<file path="src/rtl/mult_unit.sv">
// Iterative shift-add 32x32 multiplier with HI/LO registers and mthi/mtlo writes.
// Signed multiplies run on operand magnitudes, and the sign is fixed up in the FIX state.
module mult_unit #(
    parameter int WIDTH = 32
) (
    input  logic             clk,
    input  logic             reset,
    input  logic             start_mult,
    input  logic             mult_sign,
    input  logic [WIDTH-1:0] srca,
    input  logic [WIDTH-1:0] srcb,
    input  logic             hi_we,
    input  logic             lo_we,
    output logic [WIDTH-1:0] hi,
    output logic [WIDTH-1:0] lo,
    output logic             busy,
    output logic             done
);

    localparam int CW = $clog2(WIDTH);

    typedef enum logic [1:0] {IDLE, RUN, FIX} state_t;

    state_t             state, next_state;
    logic [2*WIDTH-1:0] acc;
    logic [2*WIDTH-1:0] product;
    logic [WIDTH-1:0]   mcand;
    logic [WIDTH-1:0]   mplier;
    logic [WIDTH-1:0]   abs_a;
    logic [WIDTH-1:0]   abs_b;
    logic [WIDTH:0]     upper_sum;
    logic [CW-1:0]      counter;
    logic               neg;

    always_ff @(posedge clk or negedge reset) begin
        if (!reset) state <= IDLE;
        else        state <= next_state;
    end

    always_comb begin
        next_state = state;
        case (state)
            IDLE:    if (start_mult) next_state = RUN;
            RUN:     if (counter == CW'(WIDTH - 1)) next_state = FIX;
            FIX:     next_state = IDLE;
            default: next_state = IDLE;
        endcase
    end

    // Magnitudes: the most negative value maps onto itself, which is correct as unsigned.
    always_comb begin
        abs_a     = (mult_sign && srca[WIDTH-1]) ? (~srca + 1'b1) : srca;
        abs_b     = (mult_sign && srcb[WIDTH-1]) ? (~srcb + 1'b1) : srcb;
        upper_sum = {1'b0, acc[2*WIDTH-1:WIDTH]} + {1'b0, (mplier[0] ? mcand : '0)};
        product   = neg ? (~acc + 1'b1) : acc;
    end

    // Shift-right accumulator: add into the upper half, then shift the whole product down a bit.
    always_ff @(posedge clk or negedge reset) begin
        if (!reset) begin
            acc     <= '0;
            mcand   <= '0;
            mplier  <= '0;
            counter <= '0;
            neg     <= 1'b0;
            hi      <= '0;
            lo      <= '0;
            done    <= 1'b0;
        end else begin
            done <= 1'b0;
            case (state)
                IDLE: begin
                    if (hi_we) hi <= srca;
                    if (lo_we) lo <= srca;
                    if (start_mult) begin
                        mcand   <= abs_a;
                        mplier  <= abs_b;
                        neg     <= mult_sign & (srca[WIDTH-1] ^ srcb[WIDTH-1]);
                        acc     <= '0;
                        counter <= '0;
                    end
                end
                RUN: begin
                    acc     <= {upper_sum, acc[WIDTH-1:1]};
                    mplier  <= mplier >> 1;
                    counter <= counter + 1'b1;
                end
                FIX: begin
                    hi   <= product[2*WIDTH-1:WIDTH];
                    lo   <= product[WIDTH-1:0];
                    done <= 1'b1;
                end
                default: ;
            endcase
        end
    end

    assign busy = (state != IDLE);

endmodule

</file>
<file path="config.mk">
export PLATFORM = sky130hd
export DESIGN_NAME = mult_unit
export DESIGN_NICKNAME = d
export VERILOG_FILES = /design/src/rtl/mult_unit.sv
export SDC_FILE = /design/constraint.sdc
export NUM_CORES = 1
export LEC_CHECK = 0
export CORE_MARGIN = 4
export CORE_UTILIZATION = 40
export CTS_CLUSTER_DIAMETER = 60
export CTS_CLUSTER_SIZE = 24
export DETAILED_ROUTE_END_ITERATION = 6
export PLACE_DENSITY = 0.67
export RECOVER_POWER = 25
export SETUP_SLACK_MARGIN = 0.3
export SLEW_MARGIN = 20
export SYNTH_ARGS = -nofsm -noshare
export SYNTH_HDL_FRONTEND = slang
export SYNTH_SLANG_ARGS = --single-unit
export TNS_END_PERCENT = 1
</file>
<file path="constraint.sdc">
create_clock -name clk -period 7.15 [get_ports clk]
set_input_delay 1.0725 -clock clk [delete_from_list [all_inputs] [get_ports clk]]
set_output_delay 1.0725 -clock clk [all_outputs]
set_load 0.01 [all_outputs]
</file>
==> metrics.txt, run 1 <==
result of the run=complete, but fails checks; violated checks=capacitance limit, slew limit; Post-CTS Resized=0; crit end category=async pin; total iterations of the first detailed-routing run=5; register bit count reported by yosys=201; max-cap viol count=2; Main synth FF type=dfrtp_1; final hold violations=0; Synth Cell Area=12590 µm²; Slew @ Worst Pin=4.115 ns; Cell Count, Final, Fillers Out=1937; total negative setup slack=0 ns; final critical path time including I/O delays and setup=4.681 ns; DR vias=11300; end point of the critical path=lo[3]; maximum resistive drop on vdd=0.1869 mV; die area=34390 µm²; clock tree skew after final layout=0.02415 ns; buffer depth of the longest clock path=3; maximum number of pins on one net before global-route repair=79; part of the power in the clock network=0.200; DR vias/cell=5.835; proportion of register bits with asynchronous set or reset after synthesis=1.000; Layout Nets=1631; Max Freq=0.2136 GHz; cells along the critical path=clkbuf_1 -> clkbuf_1 -> buf_16; Max H-tree Level=1; total inserted antenna cells=0; vias in the first global route=11080; total nets after synthesis=1543; clk_lat worst skew=0.54 ns; number of distinct library cell variants in the gate-level netlist after synthesis=74; critical path arrival=5.38 ns; Critical Path RT=7.85 ns; clock slew at the register clock pins of the worst setup and hold paths=0.06 ns; Crit Reg-Reg Startpoint=mplier[0]; DIE WIDTH=185.4 µm; I/O pins=136; Detailed Place HPWL=27.78 mm; post-placement cell count=1892; crit path from=reset; RSZ-0062 raised after global routing=no; terminus of the critical flop-to-flop path=acc[61]; number of endpoints failing setup at the final stage=0; Crit Path Max Fanout=73; TritonCTS clock tree=built; most frequent cell on the critical path=clkbuf_1; number of enable-type register cells in the synthesized netlist=0; fill cell count=2913; detailed router's first-iteration violation count=880; layout cells sized above 1=0.05905; std cell rows=64; port buffer count=135; reg2reg setup slack=3.55 ns; Post-Route WL=38.86 mm; PwrDens=440.3 nW/µm²; area of the core region=30830 µm²; DRC=0; final clock period utilization by the worst path=0.6547; GRT Util Overall=0.2206; worst relative slew slack=-1.743; worst hold path class=flip-flop to flip-flop; instance count along the most critical hold path=2; Starting Density=0.4085; vertical die dimension=185.4 µm; residual overflow from global routing=0; type of the setup path with the least slack=primary input to async pin; global placement routability congestion=0.9485; net switching component of the power=2817 µW; Net Sw Frac=0.4243; sink count of the clock tree=201; combinational cell fraction of total power=0.461; per-cell routed wire length=20.06 µm; setup bufs post-CTS=0; depth of the most critical reg-to-reg path=9; number of antenna violations at the first check in global routing=0; root buffer cell=clkbuf_16; count of antenna-violating nets left after detailed routing=0; slowest stage delay, CP=2.83 ns; clock buffers created by TritonCTS=24; sequential element share of the synthesized area=0.3994; wire length of the first global-routing pass=61.24 mm; crit path max-delay cell type=clkbuf_1; internal power component=3821 µW; mean area per synthesized cell=8.776 µm²; Static Leakage=0.006093 µW; final slew viol count=102; total number of yosys warnings=0; Layout Area Growth over Synthesis=19.72%; CTS Hold Buffers Added=0; relative contribution of sequential cells to total power=0.338; critical path launch point type=primary input; Mapped Cells=1435
[sequential cells by signal, summed over array words and instances (netlist names)]
| name | cells |
|---|---|
| counter | 5 |
| mcand | 32 |
| done | 1 |
| neg | 1 |
| state | 2 |
| mplier | 32 |
| hi | 32 |
| lo | 32 |
| acc | 64 |
[critical path, delay by kind of cell]
family / cells / cell delay, ns
buffers and inverters: 3 / 4.24
[per-layer routing]
metal | GRT usage | share of wire | wire length (µm)
met4 | 0.06958 | 0.034 | 1338
met1 | 0.3083 | 0.45 | 17530
met5 | 0 | 0 | 0
met2 | 0.3550 | 0.46 | 17710
met3 | 0.03201 | 0.059 | 2276
[layout make-up]
cell class | count | area, µm² | share of cell area
multi-input combinational | 1123 | 7131 | 0.4729
clock buffer | 27 | 621.8 | 0.04124
inverter | 23 | 86.33 | 0.005726
sequential | 201 | 5031 | 0.3337
timing repair buffer | 150 | 1474 | 0.09776
tap | 396 | 495.5 | 0.03286
clock inverter | 17 | 237.7 | 0.01577
[worst min-delay path by stage]
stage               from  slack [ns]   endpoint
6_report          lo[18]        0.48     lo[18]
2_1_floorplan  mcand[31]        0.44  mcand[31]
4_1_cts           lo[18]        0.48     lo[18]
5_1_grt           lo[23]        0.50     lo[23]
3_5_place_dp   mcand[15]        0.47  mcand[15]
3_3_place_gp   mcand[12]        0.46  mcand[12]
[stage by stage]
stage               hold slack, ns    util  total power, µW  instance area [µm²]  setup WS [ns]
floorplan                   0.4376       -             4135                12590          3.824
global placement            0.4586  0.4608             5209                14210          2.817
detailed placement          0.4666  0.4608             5273                14210          2.791
CTS                         0.4836  0.4887             6631                15070          3.334
global route                0.5011  0.4890             7105                15080          1.675
finish                      0.4775  0.4890             6638                15080          2.469
[cells by family after synthesis]
| group | share of synthesized area |
|---|---|
| adders and majority gates | 0.03835 |
| buffers and inverters | 0.03656 |
| DFF | 0.3994 |
| xor gates and xnor gates | 0.09319 |
| AOI/OAI and AO/OA | 0.2389 |
| muxes | 0.01530 |
| and+or+nand+nor | 0.1782 |
[power groups by stage]
stage	Combinational [µW]	Clock, µW	Sequential, µW
2_1_floorplan	2010	0	2120
3_3_place_gp	2970	0	2240
3_5_place_dp	3030	0	2250
5_1_grt	3390	1400	2310
4_1_cts	3050	1350	2230
6_report	3060	1330	2250
[cells in the mapped netlist (7+ instances only)]
cell	n	area (µm²)
xor2_1	79	691.9
clkbuf_1	69	259.0
nand2_1	154	578.1
nor2b_1	9	56.30
buf_1	12	45.04
a211oi_1	10	75.07
or4_1	17	127.6
nor2_1	98	367.9
xnor2_1	55	481.7
and2_1	38	237.7
mux2i_1	17	170.2
ha_1	37	462.9
or2_2	9	56.30
dfrtp_1	201	5030
or3_1	19	118.9
o21ai_0	169	845.8
nand2b_1	7	43.79
a21oi_1	92	460.4
nand4_1	17	106.4
o41ai_1	14	122.6
a22o_1	35	306.5
nor4_1	7	43.79
a22oi_1	34	255.2
inv_1	22	82.58
and3_1	7	43.79
nor3_1	31	155.2
o31ai_1	36	270.3
nand3_1	29	145.1
o22ai_1	13	81.33
[cell usage in the layout (no fill, tap or decap), types with 14 or more instances in the layout]
| cell | instances |
|---|---|
| dfrtp_1 | 200 |
| o21ai_0 | 169 |
| nand2_1 | 154 |
| clkdlybuf4s50_1 | 134 |
| nor2_1 | 97 |
| a21oi_1 | 92 |
| xor2_1 | 79 |
| xnor2_1 | 55 |
| and2_1 | 38 |
| ha_1 | 37 |
| o31ai_1 | 36 |
| a22o_1 | 35 |
| a22oi_1 | 34 |
| nor3_1 | 30 |
| nand3_1 | 29 |
| clkbuf_16 | 24 |
| inv_1 | 22 |
| or3_1 | 18 |
| nand4_1 | 17 |
| or4_1 | 17 |
| mux2i_1 | 17 |
| o41ai_1 | 14 |
Power figures use the tool's default switching activity.
==> run 2, diff against run 1 <==
PLACE_DENSITY = 0.69   (was 0.67)
clock period = 3.9 ns   (was 7.15 ns; I/O delays follow)
==> metrics.txt, run 2 (synthesized netlist as in run 1, its figures left out) <==
result of the run=complete, but fails checks; violated checks=capacitance limit, slew limit; critical path arrival=3.61 ns; DR vias/cell=6.024; area taken by flip-flops and latches=5031 µm²; setup bufs post-CTS=0; vias in the first global route=11430; Global Route met2 Usage=0.3587; final slew viol count=98; Layout Area Growth over Synthesis=20.06%; clk_lat worst skew=0.54 ns; number of antenna violations at the first check in global routing=0; relative contribution of sequential cells to total power=0.344; port buffer count=135; combinational cell fraction of total power=0.471; worst hold path class=flip-flop to flip-flop; Post-CTS Resized=0; sink count of the clock tree=201; worst relative slew slack=-0.2702; clock buffers created by TritonCTS=22; Starting Density=0.4085; maximum resistive drop on vdd=0.3428 mV; internal power component=6830 µW; Post-Route WL=38.95 mm; PwrDens=801.0 nW/µm²; Layout Nets=1645; RSZ-0062 raised after global routing=no; clock slew at the register clock pins of the worst setup and hold paths=0.07 ns; register with the most flip-flops=acc; critical path launch point type=flip-flop; dpl cell area=14350 µm²; vertical die dimension=185.4 µm; maximum number of pins on one net before global-route repair=76; CTS Hold Buffers Added=0; part of the power in the clock network=0.185; Slew @ Worst Pin=1.905 ns; Final Total Pwr=12110 µW; total iterations of the first detailed-routing run=5; buffer depth of the longest clock path=3; total non-filler cell area in the finished layout=15120 µm²; per-cell routed wire length=19.99 µm; crit path max-delay cell type=or4_1; Crit Path Max Fanout=12; TritonCTS clock tree=built; multi-input logic area=7138 µm²; number of endpoints failing setup at the final stage=0; slowest stage delay, CP=0.53 ns; DR vias=11740; placement-stage worst setup slack=0.5651 ns; DRC=0; met3 Resource Use GR=0.02632; wire length of the first global-routing pass=62.36 mm; residual overflow from global routing=0; final clock period utilization by the worst path=0.8086; hold_ws=0.4773 ns; total negative setup slack=0 ns; Detailed Place HPWL=28.40 mm; max-cap viol count=2; Static Leakage=0.006138 µW; root buffer cell=clkbuf_16; depth of the most critical reg-to-reg path=11; Max Freq=0.3171 GHz; Max H-tree Level=1; most common library cell in the layout ignoring fill and taps=dfrtp_1; setup slack after layout=0.7466 ns; std cell rows=64; met1 track utilization from global routing=0.3167; I/O pins=136; die area=34390 µm²; crit end category=flip-flop; layout cells sized above 1=0.06825; net switching component of the power=5281 µW; global placement routability congestion=0.9435; cells along the critical path=and2_1 -> ha_1 -> inv_1 -> fa_1 -> nor2b_1 -> o21bai_1 -> a2111o_1 -> nand3_1 -> a211oi_2 -> or4_1 -> nand3_1; Critical Path RT=4.36 ns; count of antenna-violating nets left after detailed routing=0; GR peak layer=met2; Net Sw Frac=0.4360; final hold violations=0; most used cells in the layout excluding fill and tap cells=dfrtp_1, o21ai_0, nand2_1; detailed router's first-iteration violation count=889; fill cell count=2876; total inserted antenna cells=0; final critical path time including I/O delays and setup=3.153 ns; type of the setup path with the least slack=flip-flop to flip-flop; area of the core region=30830 µm²; clock tree skew after final layout=0.01991 ns; most frequent cell on the critical path=nand3_1; instance count along the most critical hold path=2; max FFs per register=64; GRT Util Overall=0.2232; DIE WIDTH=185.4 µm
run 2: cell count changes in the layout (fill, tap and decap cells not counted), sizes merged:
| cell | previous run | this run |
|---|---|---|
| buf | 14 | 30 |
| clkbuf | 29 | 25 |
| inv | 30 | 34 |
| bufinv | 3 | 0 |
| clkinv | 6 | 5 |
run 2: cell type report:
class / instances / area share
Sequential cell: 201 / 0.3328
Multi-Input combinational cell: 1123 / 0.4721
Tap cell: 396 / 0.03277
Inverter: 23 / 0.005710
Clock buffer: 23 / 0.03666
Clock inverter: 17 / 0.01498
Timing Repair Buffer: 166 / 0.1050
run 2: power by group through the flow:
| stage | sequential [µW] | combinational, µW | clock (µW) |
|---|---|---|---|
| floorplan | 3890 | 3690 | 0 |
| global placement | 4130 | 5550 | 0 |
| CTS | 4140 | 5690 | 2290 |
| detailed placement | 4160 | 5650 | 0 |
| finish | 4170 | 5700 | 2240 |
| global route | 4280 | 6350 | 2360 |
run 2: metrics by stage:
step / utilization / instances
6_report: 0.4904 / 1949
5_1_grt: 0.4904 / 1949
4_1_cts: 0.4907 / 1949
3_5_place_dp: 0.4653 / 1909
3_3_place_gp: 0.4653 / 1909
2_1_floorplan: - / 1435
run 2: worst max-delay path, delay by kind of cell (launching register included):
kind,cells,cell delay (ns)
AND/OR/NAND/NOR,5,1.17
adder cells (fa/ha/maj),2,0.55
flip-flops,1,0.51
AO/OA/AOI/OAI,3,0.79
buffers and inverters,1,0.05
run 2: worst paths after layout:
kind,start,to,slack [ns]
max in group asynchronous,reset,lo[19],1.07
setup / recovery,mplier[0],acc[51],0.75
min in group asynchronous,reset,acc[55],0.57
setup reg to reg,mplier[0],acc[51],0.75
hold reg to reg,lo[5],lo[5],0.48
hold / removal,lo[5],lo[5],0.48
run 2: per-layer routing:
| metal | share of wire | up-vias |
|---|---|---|
| li1 | - | 5452 |
| met2 | 0.46 | 492 |
| met3 | 0.076 | 90 |
| met1 | 0.43 | 5706 |
| met4 | 0.031 | 0 |
| met5 | 0 | - |
